**config.mk**
```make
export PLATFORM = sky130hd
export DESIGN_NAME = day_20
export DESIGN_NICKNAME = d
export VERILOG_FILES = /design/src/rtl/day_20_pkg.sv /design/src/rtl/day_20_ptr.sv /design/src/rtl/day_20.sv
export SDC_FILE = /design/constraint.sdc
export NUM_CORES = 1
export LEC_CHECK = 0
export BUFFER_PORTS_ARGS = -buffer_cell sky130_fd_sc_hd__buf_2
export CORE_MARGIN = 3
export CORE_UTILIZATION = 54
export CTS_BUF_LIST = sky130_fd_sc_hd__clkbuf_4 sky130_fd_sc_hd__clkbuf_8
export CTS_CLUSTER_SIZE = 24
export DETAILED_ROUTE_END_ITERATION = 12
export GPL_TIMING_DRIVEN = 0
export MAX_ROUTING_LAYER = met4
export PLACE_DENSITY = 0.76
export SLEW_MARGIN = 0
export SYNTH_ARGS = -nofsm -noshare
export SYNTH_HDL_FRONTEND = slang
export SYNTH_HIERARCHICAL = 1
export SYNTH_SLANG_ARGS = --single-unit
export TNS_END_PERCENT = 10
```
**constraint.sdc**
```tcl
create_clock -name clk -period 2.45 [get_ports clk]
set_input_delay 0.1225 -clock clk [delete_from_list [all_inputs] [get_ports clk]]
set_output_delay 0.1225 -clock clk [all_outputs]
set_load 0.02 [all_outputs]
```
**src/rtl/day_20_pkg.sv**
```systemverilog
// Shared types and helpers for the day_20 show-ahead FIFO.
// Operation encoding and pointer wrap function used by top and pointer sub-module.
package day_20_pkg;

  typedef enum logic [1:0] {
    OP_IDLE = 2'b00,
    OP_PUSH = 2'b01,
    OP_POP  = 2'b10,
    OP_BOTH = 2'b11
  } fifo_op_t;

  // Increment with explicit wrap at depth-1, so non power-of-2 depths work.
  function automatic int wrap_inc(input int ptr, input int depth);
    if (ptr >= depth - 32'sd1) begin
      return 32'sd0;
    end else begin
      return ptr + 32'sd1;
    end
  endfunction

endpackage

```
**src/rtl/day_20_ptr.sv**
```systemverilog
// Wrapping pointer register for the day_20 FIFO; also exposes its next value
// so the top can precompute the registered show-ahead head.
module day_20_ptr
  import day_20_pkg::*;
#(
  parameter int DEPTH = 5,
  parameter int PTR_W = $clog2(DEPTH)
) (
  input  logic             clk,
  input  logic             reset_n,
  input  logic             en_i,
  output logic [PTR_W-1:0] ptr_o,
  output logic [PTR_W-1:0] ptr_nxt_o
);

  logic [PTR_W-1:0] ptr_r;
  logic [PTR_W-1:0] ptr_nxt_s;

  // Next pointer value
  always_comb begin
    ptr_nxt_s = ptr_r;
    if (en_i) begin
      ptr_nxt_s = PTR_W'(wrap_inc(int'(ptr_r), DEPTH));
    end else begin
      ptr_nxt_s = ptr_r;
    end
  end

  // Pointer state
  always_ff @(posedge clk or negedge reset_n) begin
    if (!reset_n) begin
      ptr_r <= '0;
    end else begin
      ptr_r <= ptr_nxt_s;
    end
  end

  assign ptr_o     = ptr_r;
  assign ptr_nxt_o = ptr_nxt_s;

endmodule

```
**src/rtl/day_20.sv**
```systemverilog
// day_20: parametrised synchronous show-ahead FIFO with count and almost flags.
// Optional sticky overflow/underflow reporting is built when FIFO_ERR_EN is defined.
module day_20
  import day_20_pkg::*;
#(
  parameter int DEPTH     = 5,
  parameter int DATA_W    = 8,
  parameter int AF_THRESH = 4,
  parameter int AE_THRESH = 1
) (
  input  logic                       clk,
  input  logic                       reset_n,
  input  logic                       push_i,
  input  logic [DATA_W-1:0]          push_data_i,
  input  logic                       pop_i,
  output logic [DATA_W-1:0]          pop_data_o,
  output logic [$clog2(DEPTH+1)-1:0] count_o,
  output logic                       full_o,
  output logic                       empty_o,
  output logic                       almost_full_o,
`ifdef FIFO_ERR_EN
  output logic                       overflow_o,
  output logic                       underflow_o,
  input  logic                       err_clr_i,
`endif
  output logic                       almost_empty_o
);

  localparam int PTR_W = $clog2(DEPTH);
  localparam int CNT_W = $clog2(DEPTH + 1);

  logic [DATA_W-1:0] mem_r [DEPTH];

  logic [PTR_W-1:0]  rd_ptr_s;
  logic [PTR_W-1:0]  rd_nxt_s;
  logic [PTR_W-1:0]  wr_ptr_s;
  logic [PTR_W-1:0]  wr_nxt_s;

  logic [CNT_W-1:0]  count_r;
  logic [CNT_W-1:0]  count_nxt_s;
  logic              full_r;
  logic              empty_r;
  logic              af_r;
  logic              ae_r;
  logic [DATA_W-1:0] head_r;
  logic [DATA_W-1:0] head_nxt_s;

  logic              pop_ok_s;
  logic              push_ok_s;
  fifo_op_t          op_s;

  assign pop_ok_s  = pop_i & ~empty_r;
  assign push_ok_s = push_i & (~full_r | pop_ok_s);
  assign op_s      = fifo_op_t'({pop_ok_s, push_ok_s});

  day_20_ptr #(.DEPTH(DEPTH), .PTR_W(PTR_W)) u_rd_ptr (
    .clk       (clk),
    .reset_n   (reset_n),
    .en_i      (pop_ok_s),
    .ptr_o     (rd_ptr_s),
    .ptr_nxt_o (rd_nxt_s)
  );

  day_20_ptr #(.DEPTH(DEPTH), .PTR_W(PTR_W)) u_wr_ptr (
    .clk       (clk),
    .reset_n   (reset_n),
    .en_i      (push_ok_s),
    .ptr_o     (wr_ptr_s),
    .ptr_nxt_o (wr_nxt_s)
  );

  // Storage array; contents are deliberately left unreset
  always_ff @(posedge clk) begin
    if (push_ok_s) begin
      mem_r[wr_ptr_s] <= push_data_i;
    end
  end

  // Next occupancy from the accepted operation
  always_comb begin
    count_nxt_s = count_r;
    case (op_s)
      OP_IDLE: count_nxt_s = count_r;
      OP_PUSH: count_nxt_s = count_r + CNT_W'(1);
      OP_POP:  count_nxt_s = count_r - CNT_W'(1);
      OP_BOTH: count_nxt_s = count_r;
      default: count_nxt_s = count_r;
    endcase
  end

  // Next head: a word written this cycle into the new head slot bypasses memory
  always_comb begin
    head_nxt_s = '0;
    if (count_nxt_s == CNT_W'(0)) begin
      head_nxt_s = '0;
    end else if (push_ok_s && (wr_ptr_s == rd_nxt_s)) begin
      head_nxt_s = push_data_i;
    end else begin
      head_nxt_s = mem_r[rd_nxt_s];
    end
  end

  // Count, status flags and head are all registered
  always_ff @(posedge clk or negedge reset_n) begin
    if (!reset_n) begin
      count_r <= '0;
      full_r  <= 1'b0;
      empty_r <= 1'b1;
      af_r    <= 1'b0;
      ae_r    <= 1'b1;
      head_r  <= '0;
    end else begin
      count_r <= count_nxt_s;
      full_r  <= (count_nxt_s == CNT_W'(DEPTH));
      empty_r <= (count_nxt_s == CNT_W'(0));
      af_r    <= (count_nxt_s >= CNT_W'(AF_THRESH));
      ae_r    <= (count_nxt_s <= CNT_W'(AE_THRESH));
      head_r  <= head_nxt_s;
    end
  end

`ifdef FIFO_ERR_EN
  logic overflow_r;
  logic underflow_r;

  // Sticky error flags; a new error wins over a same-cycle clear
  always_ff @(posedge clk or negedge reset_n) begin
    if (!reset_n) begin
      overflow_r  <= 1'b0;
      underflow_r <= 1'b0;
    end else begin
      overflow_r  <= (push_i & ~push_ok_s) | (overflow_r & ~err_clr_i);
      underflow_r <= (pop_i & ~pop_ok_s) | (underflow_r & ~err_clr_i);
    end
  end

  assign overflow_o  = overflow_r;
  assign underflow_o = underflow_r;
`endif

  assign pop_data_o     = head_r;
  assign count_o        = count_r;
  assign full_o         = full_r;
  assign empty_o        = empty_r;
  assign almost_full_o  = af_r;
  assign almost_empty_o = ae_r;

endmodule

```
==> results_dict.tcl, run 1 <==
set metrics [dict create \
    ys_seq_area_frac 0.6748 \
    setup.worst_path.start "empty_o$_DFF_PN1_" \
    netlist_instances 174 \
    portBuffers 26 \
    avgSynthCellArea_sq_um 14.73 \
    path_class "flip-flop to flip-flop" \
    yosys-top-cells-area "edfxtp_1, dfrtp_1, mux2i_1" \
    path_cells "nor2b_4 -> o21ai_4 -> ha_4 -> inv_2 -> fa_2 -> xor2_2 -> o21a_1 -> or2_4 -> and3b_2" \
    final_common_cell "edfxtp_1" \
    drive_above_1_share 0.3274 \
    routed-via-count 1608 \
    crit_slowest_cell "dfstp_2" \
    htree_levels 3 \
    placed_area_sq_mm 0.002860 \
    die-area_sq_mm 0.005608 \
    maxSlewHeadroom 0.3802 \
    min_period_over_period 0.9810 \
    critical_path_cell_count 9 \
    grt_pass1_vias 1583 \
    track_usage 0.2118 \
    worst_clock_skew_ns 0.002993 \
    drtIter0Drc 155 \
    regToRegEndpoint "full_o$_DFF_PN0_" \
    critPathMaxStageDelay_ns 0.55 \
    syn_to_final_growth_pct 22.02 \
    critical_path_required_ns 2.67 \
    synth-edff-count 40 \
    clock_latency_ns 0.33 \
    synth.distinct_cells 33 \
    regToRegStartpoint "empty_o$_DFF_PN1_" \
    outcome "finished, final reports clean" \
    maxSlewViolCount 0 \
    ys_warn_count 6 \
    wl_per_cell_um 19.02 \
    rows 24 \
    end_kind "flip-flop" \
    antenna_left 0 \
    reg2reg_depth 9 \
    syn_area_sq_mm 0.002562 \
    overflow 0 \
    hpwl_mm 3.570 \
    dr.pass1.iters 5 \
    setup_viol 0 \
    cts_buffers 9 \
    drv_cap 0 \
    clock.fmax_mhz 416.1 \
    ir_drop_mv 0.7197 \
    rsz0062_at_grt "true" \
    io_pins 27 \
    crit_path_max_fanout 8 \
    rrSetupSlack_ns 0.05 \
    grt_pass1_wl_mm 8.010 \
    p_per_area_mw_per_mm2 1369 \
    crit_buf_inv 1 \
    drc 0 \
    postLayoutCellArea_sq_mm 0.003127 \
    tightest_slew_ns 0.9273 \
    path_clk_slew_ns 0.07 \
    yosysTopAreaCell "edfxtp_1" \
    chipHeight_um 74.89 \
    drt_wl_total_mm 5.287 \
    startpoint_type "flip-flop" \
    antenna_found_initial 0 \
    min_path_type "input pin to flip-flop" \
    clock_path_buffers 2 \
    synth_top_area_frac 0.4688 \
    core_sq_mm 0.004474 \
    clock-sinks 61 \
    synth_nets 192 \
    grt_max_degree 22 \
    cts_tree "built" \
    ys_ff_latch 61 \
    critical_path.top_delay_family "adder cells" \
    layout_common_cells "edfxtp_1, buf_2, dfrtp_1" \
    avgViaCountPerCell 5.784 \
    start_util 0.5727 \
    finalPower_w 0.004279 \
    crit_path_end "full_o$_DFF_PN0_" \
    antenna_cells 0 \
    cp.arrival_ns 2.62 \
    finalHoldViolCount 0 \
    p_leak_nw 1.249 \
    yosys_most_used_dff "edfxtp_1" \
    cts-root-buf "clkbuf_8" \
    period_needed_ns 2.403 \
    async_reset_ff_frac 0.3443 \
    die_x_um 74.89 \
    nNetsFinal 240 \
    gp_congestion 0.8508 \
]
-- worst min path at each step --
| stage | start | end | slack, ns | cells past startpoint |
|---|---|---|---|---|
| CTS | push_data_i[6] | mem_r[4][6]$_DFFE_PP_ | 0.02 | 1 |
| global route | push_data_i[6] | mem_r[4][6]$_DFFE_PP_ | 0.03 | 1 |
| detailed placement | reset_n | u_rd_ptr/ptr_o[1]$_DFF_PN0_ | 0.11 | 1 |
| global placement | reset_n | u_rd_ptr/ptr_o[0]$_DFF_PN0_ | 0.09 | 1 |
| floorplan | reset_n | almost_full_o$_DFF_PN0_ | -0.17 | 0 |
| finish | push_data_i[6] | mem_r[4][6]$_DFFE_PP_ | 0.04 | 1 |
-- per-stage QoR --
stage	setup WS, ns	setup TNS, ns	cells	hold slack [ns]	util
floorplan	-0.003839	-0.03071	174	-0.1731	-
global placement	-0.5526	-12.97	252	0.09472	0.6286
detailed placement	-0.3349	-2.639	255	0.1111	0.6393
CTS	0.004828	0	275	0.01953	0.6924
global route	-0.03009	-0.1843	278	0.03108	0.6988
finish	0.04656	0	278	0.03660	0.6988
-- kinds of logic after synthesis --
logic type / Yosys count / synth area share
compound gates: 22 / 0.05957
mux: 19 / 0.07422
fa+ha+maj: 6 / 0.03223
flops: 61 / 0.6748
xor+xnor: 5 / 0.01709
simple gates: 46 / 0.1143
buf+inv: 15 / 0.02783
-- flip-flops by register name, summed over array words and instances, names as in the netlist --
signal          flops
u_rd_ptr/ptr_o      3
full_o              1
almost_full_o       1
pop_data_o          8
empty_o             1
u_wr_ptr/ptr_o      3
count_o             3
almost_empty_o      1
mem_r              40
-- Yosys cell counts (2+ instances only) --
library cell / count
dfrtp_1: 19
edfxtp_1: 40
ha_1: 5
or2_2: 2
dfstp_2: 2
o21ai_0: 4
nor4b_1: 3
mux2i_1: 19
inv_1: 8
xnor2_1: 4
nand2b_1: 8
nor3_1: 17
nor2_1: 2
buf_2: 3
nand3b_1: 2
nand2_1: 2
or3b_1: 2
nor2b_1: 2
a22oi_1: 16
-- layout make-up --
class,count,area [sq um]
clock buffer,10,137.6
multi-input combinational,98,854.6
inverter,9,33.78
clock inverter,5,51.30
timing repair buffer,38,222.7
sequential,61,1729
tap,52,65.06
buffer,5,32.53
fill,278,1348
-- where the power goes --
part	switching, W	internal, W	total, W
clock network	0.000368	0.000484	0.000852
logic	0.00110	0.000775	0.00187
registers	0.000146	0.00141	0.00155
-- per-layer routing --
| layer | part of all wire | global-route usage |
|---|---|---|
| met2 | 0.52 | 0.3317 |
| met5 | 0 | - |
| met4 | 0.013 | 0.1186 |
| met1 | 0.39 | 0.2541 |
| met3 | 0.070 | 0.04673 |
-- worst reg2reg max path, cell delays in order (launching register included) --
cell and delay, ns:
dfstp_2 0.55, nor2b_4 0.07, o21ai_4 0.20, ha_4 0.18
inv_2 0.04, fa_2 0.39, xor2_2 0.17, o21a_1 0.23
or2_4 0.25, and3b_2 0.21
-- repair_timing --
action / 4_1_cts / 5_1_grt
setup endpoints to repair: 10 / 9
setup buffers: 4 / 4
gates resized for setup: 2 / 2
hold endpoints to repair: 19 / 0
hold buffers: 1 / 0
pin swaps: 3 / 3
Power figures use the tool's default switching activity.
==> inputs of run 2 (changes only) <==
Settings changed: SYNTH_HIERARCHICAL 1 to not set.
==> run 2 against run 1 <==
  * Critical path depth is 1 higher
  * Clock power is 2% higher
  * Register-to-register slack better by 0.02 ns
  * Combinational power barely moved
  * Power barely moved
  * Routed wire length down 7.5%
  * Hold slack worse by 0.0065 ns
  * Final cell count shrank 1.4%
  * Final area stayed put
  * Maximum frequency is 0.83% higher
  * Critical path type unchanged
  * Critical endpoint is now pop_data_o[6]$_DFF_PN0_
==> results_dict.tcl, run 2 <==
set metrics [dict create \
    netlist_instances 170 \
    p_per_area_mw_per_mm2 1370 \
    synth_top_area_frac 0.4729 \
    maxSlewHeadroom 0.4325 \
    track_usage 0.2050 \
    clock.fmax_mhz 419.5 \
    outcome "finished, final reports clean" \
    layout_common_cells "edfxtp_1, buf_2, mux2i_1" \
    ys_ff_latch 61 \
    cp.arrival_ns 2.61 \
    routed-via-count 1525 \
    maxSlewViolCount 0 \
    dp.cells 251 \
    avgSynthCellArea_sq_um 14.94 \
    crit_buf_inv 2 \
    grt_max_degree 22 \
    ys_seq_area_frac 0.6808 \
    cts_tree "built" \
    p_leak_nw 1.300 \
    ir_drop_mv 0.4960 \
    largest_reg_flops 40 \
    die-area_sq_mm 0.005562 \
    ys_warn_count 0 \
    final_common_cell "edfxtp_1" \
    synth.most_common_cell "edfxtp_1" \
    crit_slowest_cell "dfstp_2" \
    gp_congestion 0.7322 \
    antenna_cells 0 \
    grt_pass1_vias 1587 \
    tightest_slew_ns 0.8512 \
    clock_path_buffers 2 \
    synth.distinct_cells 33 \
    fin_ws_ns 0.06629 \
    postLayoutCellArea_sq_mm 0.003127 \
    syn_to_final_growth_pct 23.10 \
    min_path_type "input pin to flip-flop" \
    path_clk_slew_ns 0.07 \
    yosysTopAreaCell "edfxtp_1" \
    path_cells "nand2b_4 -> nand2_4 -> nand2_4 -> buf_6 -> ha_4 -> fa_2 -> mux2_4 -> nor3_4 -> buf_6 -> nor2_1" \
    clock_latency_ns 0.34 \
    synthTopCellsByCount "edfxtp_1, mux2i_1, dfrtp_1" \
    period_needed_ns 2.384 \
    dr.pass1.iters 4 \
    yosys-top-cells-area "edfxtp_1, dfrtp_1, mux2i_1" \
    rrSetupSlack_ns 0.07 \
    async_reset_ff_frac 0.3443 \
    cts_buffers 9 \
    end_kind "flip-flop" \
    rows 24 \
    path_class "flip-flop to flip-flop" \
    finalHoldViolCount 0 \
    drc 0 \
    core_sq_mm 0.004444 \
    avgViaCountPerCell 5.566 \
    cts-root-buf "clkbuf_8" \
    instances_no_fill 274 \
    start_util 0.5715 \
    tns_ns 0 \
    wl_per_cell_um 17.84 \
    yosys_most_used_dff "edfxtp_1" \
    syn_area_sq_mm 0.002540 \
    drive_above_1_share 0.3468 \
    startpoint_type "flip-flop" \
    die_x_um 74.58 \
    drtIter0Drc 120 \
    grt_pass1_wl_mm 7.617 \
    clock-sinks 61 \
    synth-edff-count 40 \
    synth_nets 188 \
    antenna_found_initial 0 \
    portBuffers 26 \
    crit_path_max_fanout 6 \
    drt_wl_total_mm 4.889 \
    min_period_over_period 0.9729 \
    place_ws_ns -0.3171 \
    hpwl_mm 3.150 \
    overflow 0 \
    largest_register "mem_r" \
    setup_viol 0 \
    critical_path.top_delay_family "adder cells" \
    nNetsFinal 235 \
    critPathMaxStageDelay_ns 0.56 \
    antenna_left 0 \
    chipHeight_um 74.58 \
    htree_levels 3 \
    placed_area_sq_mm 0.002791 \
    drv_cap 0 \
    worst_clock_skew_ns 0.008468 \
    critical_path_required_ns 2.68 \
    io_pins 27 \
]
[run 2: changes by cell type in the layout (fill, tap and decap cells not counted), moves of 4 or more]
cell,before,now
a22oi_1,16,0
buf_4,12,8
buf_6,1,5
mux2i_1,18,25
nand2_1,2,12
nand2b_1,8,2
nor2_1,2,13
nor3_1,16,1
o221ai_1,0,8
[run 2: what timing repair did]
item / in CTS / in global routing
resized for setup: 8 / 12
endpoints found under the hold margin: 19 / 0
setup buffers: 6 / 0
pin swaps: 2 / 3
setup endpoints to repair: 10 / 9
cloned: 0 / 0
hold buffers: 1 / 0
[run 2: where the power goes]
part | internal (W) | switching, W | leakage [nW]
combinational | 0.000803 | 0.00107 | 0.589
sequential | 0.00139 | 0.000149 | 0.619
clock | 0.000472 | 0.000396 | 0.0918
total | 0.00267 | 0.00162 | 1.30
[run 2: logic make-up after synthesis]
kind of cell | synth area share
flops | 0.6808
simple gates | 0.08375
mux | 0.1133
compound gates | 0.04138
buf+inv | 0.02414
xor+xnor | 0.02414
fa+ha+maj | 0.03251
[run 2: worst paths after layout]
| kind | start | end | cells after the start |
|---|---|---|---|
| setup / recovery | empty_o$_DFF_PN1_ | pop_data_o[6]$_DFF_PN0_ | 10 |
| hold / removal | push_data_i[3] | mem_r[2][3]$_DFFE_PP_ | 1 |
| setup reg to reg | empty_o$_DFF_PN1_ | pop_data_o[6]$_DFF_PN0_ | 10 |
| hold reg to reg | count_o[2]$_DFF_PN0_ | almost_full_o$_DFF_PN0_ | 1 |
| max in group asynchronous | reset_n | u_rd_ptr.ptr_o[0]$_DFF_PN0_ | 2 |
| min in group asynchronous | reset_n | almost_full_o$_DFF_PN0_ | 2 |
[run 2: stage by stage]
| step | hold slack [ns] | power [W] | utilization |
|---|---|---|---|
| 3_5_place_dp | 0.1148 | 0.003228 | 0.6281 |
| 5_1_grt | 0.01318 | 0.004547 | 0.7035 |
| 4_1_cts | 0.01972 | 0.004231 | 0.6920 |
| 2_1_floorplan | -0.1731 | 0.002740 | - |
| 3_3_place_gp | 0.09818 | 0.003104 | 0.6188 |
| 6_report | 0.03007 | 0.004282 | 0.7035 |
[run 2: routing by layer]
| metal | GRT usage | up-vias | part of all wire |
|---|---|---|---|
| li1 | - | 713 | - |
| met1 | 0.2236 | 745 | 0.40 |
| met2 | 0.3366 | 53 | 0.53 |
| met3 | 0.06486 | 14 | 0.056 |
| met4 | 0.1028 | 0 | 0.016 |
| met5 | - | - | 0 |
[run 2: cell type report]
cell class,count,area [sq um]
Clock buffer,9,123.9
Timing Repair Buffer,36,215.2
Tap cell,52,65.06
Inverter,8,30.03
Clock inverter,7,75.07
Fill cell,300,1318
Buffer,5,45.04
Sequential cell,61,1730
Multi-Input combinational cell,96,842.1
==> inputs of run 3 (changes only) <==
Settings changed: CORE_ASPECT_RATIO set to 1.4.
==> run 3 against run 2 <==
  * Clock-buffer cell count up 2
  * Sequential share of layout area shrank 0.96 points
  * Clock skew shrank 0.0012 ns
  * Combinational power increased by 11%
  * Global-route usage increased by 0.76 points
  * Sequential cell count is the same
  * Largest power group unchanged
==> results_dict.tcl, run 3 (synthesized netlist as in run 2, its figures left out) <==
set metrics [dict create \
    layout_common_cells "edfxtp_1, buf_2, mux2i_1" \
    avgViaCountPerCell 5.334 \
    cts_buffers 9 \
    chipHeight_um 87.15 \
    clock.fmax_mhz 427.4 \
    cp.arrival_ns 2.56 \
    final_common_cell "edfxtp_1" \
    multi_input_area_sq_um 830.8 \
    crit_path_max_fanout 9 \
    p_leak_nw 1.335 \
    clock-sinks 61 \
    grt_pass1_wl_mm 8.217 \
    crit_path_end "pop_data_o[3]$_DFF_PN0_" \
    end_kind "flip-flop" \
    dp.cells 259 \
    clkPwrFrac 0.171 \
    drive_above_1_share 0.3696 \
    drv_cap 0 \
    setup.worst_path.start "u_rd_ptr.ptr_o[0]$_DFF_PN0_" \
    maxSlewViolCount 0 \
    period_needed_ns 2.340 \
    worst_clock_skew_ns 0.007302 \
    grt_pass1_vias 1707 \
    wl_per_cell_um 17.51 \
    path_cells "inv_1 -> ha_1 -> nor4bb_4 -> a21oi_1 -> buf_6 -> xnor2_1 -> nor4_4 -> buf_4 -> mux2i_1 -> nor2_2" \
    grt_max_degree 22 \
    p_seq_frac 0.354 \
    min_path_type "input pin to flip-flop" \
    maxUsedRoutingLayer "met4" \
    finalHoldViolCount 0 \
    tightest_slew_ns 0.8146 \
    antenna_left 0 \
    portBuffers 26 \
    hpwl_mm 3.167 \
    antenna_cells 0 \
    crit_slowest_cell "dfrtp_2" \
    p_int_w 0.002740 \
    drt_wl_total_mm 5.078 \
    setup_viol 0 \
    rows 28 \
    drtIter0Drc 71 \
    die_x_um 63.96 \
    critical_path_required_ns 2.67 \
    htree_levels 3 \
    cts-root-buf "clkbuf_8" \
    die-area_sq_mm 0.005574 \
    maxSlewHeadroom 0.4550 \
    clock_latency_ns 0.33 \
    drc 0 \
    startpoint_type "flip-flop" \
    core_sq_mm 0.004379 \
    min_period_over_period 0.9550 \
    routed-via-count 1547 \
    p_switching_w 0.001628 \
    nNetsFinal 243 \
    seq_area_sq_mm 0.001730 \
    p_comb_frac 0.475 \
    route.met3.wl_um 189 \
    largest_register "mem_r" \
    track_usage 0.2126 \
    met2_length_mm 2.742 \
    clock_path_buffers 2 \
    antenna_found_initial 0 \
    final.fill_count 289 \
    wl_met1_mm 2.007 \
    p_per_area_mw_per_mm2 1373 \
    largest_reg_flops 40 \
    gp_congestion 0.7473 \
    reg2reg_depth 10 \
    instances_no_fill 290 \
    dr.pass1.iters 4 \
    syn_to_final_growth_pct 25.27 \
    ir_drop_mv 0.7430 \
    regToRegEndpoint "pop_data_o[3]$_DFF_PN0_" \
    outcome "finished, final reports clean" \
    io_pins 27 \
    start_util 0.5800 \
    switching_share 0.3727 \
    path_class "flip-flop to flip-flop" \
    overflow 0 \
    path_clk_slew_ns 0.07 \
    cts_tree "built" \
    tns_ns 0 \
    critPathMaxStageDelay_ns 0.43 \
    regToRegStartpoint "u_rd_ptr.ptr_o[0]$_DFF_PN0_" \
    finalPower_w 0.004368 \
    rrSetupSlack_ns 0.11 \
]
run 3: timing repair:
item / CTS / global route
setup buffers: 12 / 2
hold endpoints to repair: 19 / 0
pin swaps: 5 / 4
cloned: 1 / 0
hold buffers: 1 / 0
endpoints found under the setup margin: 11 / 10
resized for setup: 10 / 9
run 3: layout make-up:
cell class,count,area share
flip-flops and latches,61,0.5438
multi-input cells,96,0.2611
repair buffers,45,0.09910
clock buffers,11,0.04365
well taps,60,0.02359
plain buffers,4,0.01062
inverters,8,0.009438
clock inverters,5,0.008651
run 3: worst min-delay path by stage:
| stage | from | endpoint | depth (start not counted) | slack (ns) |
|---|---|---|---|---|
| finish | push_data_i[2] | mem_r[0][2]$_DFFE_PP_ | 1 | 0.03 |
| global route | push_data_i[6] | mem_r[4][6]$_DFFE_PP_ | 1 | 0.02 |
| CTS | push_data_i[6] | mem_r[4][6]$_DFFE_PP_ | 1 | 0.01 |
| detailed placement | reset_n | count_o[1]$_DFF_PN0_ | 1 | 0.12 |
| global placement | reset_n | almost_full_o$_DFF_PN0_ | 1 | 0.11 |
| floorplan | reset_n | almost_full_o$_DFF_PN0_ | 0 | -0.17 |
run 3: worst max-delay path, delay by kind of cell (launching register included):
family / cells / cell delay [ns]
AO/OA/AOI/OAI: 1 / 0.18
XOR/XNOR: 1 / 0.11
adder cells (fa/ha/maj): 1 / 0.30
buffers and inverters: 3 / 0.47
flip-flops: 1 / 0.43
multiplexers: 1 / 0.23
AND/OR/NAND/NOR: 3 / 0.50
run 3: routing by layer:
| layer | track usage | vias up |
|---|---|---|
| li1 | - | 726 |
| met1 | 0.2352 | 767 |
| met2 | 0.3462 | 42 |
| met3 | 0.03359 | 12 |
| met4 | 0.1552 | 0 |
| met5 | - | - |
run 3: power groups by stage:
stage                     Combinational, W  Clock [W]  Sequential, W
after floorplan                    0.00107          0        0.00167
after global placement             0.00158          0        0.00153
after detailed placement           0.00167          0        0.00155
after CTS                          0.00202   0.000764        0.00154
after global routing               0.00227   0.000818        0.00157
final                              0.00208   0.000745        0.00155
run 3: per-stage QoR:
step	util	cell area [sq um]	setup slack, ns	hold WS, ns
6_report	0.7266	3182	0.1101	0.03309
5_1_grt	0.7266	3182	-0.002078	0.02369
4_1_cts	0.7169	3139	0.002008	0.01324
3_5_place_dp	0.6397	2801	-0.3656	0.1212
3_3_place_gp	0.6303	2760	-0.4502	0.1067
2_1_floorplan	-	2555	0.02799	-0.1731
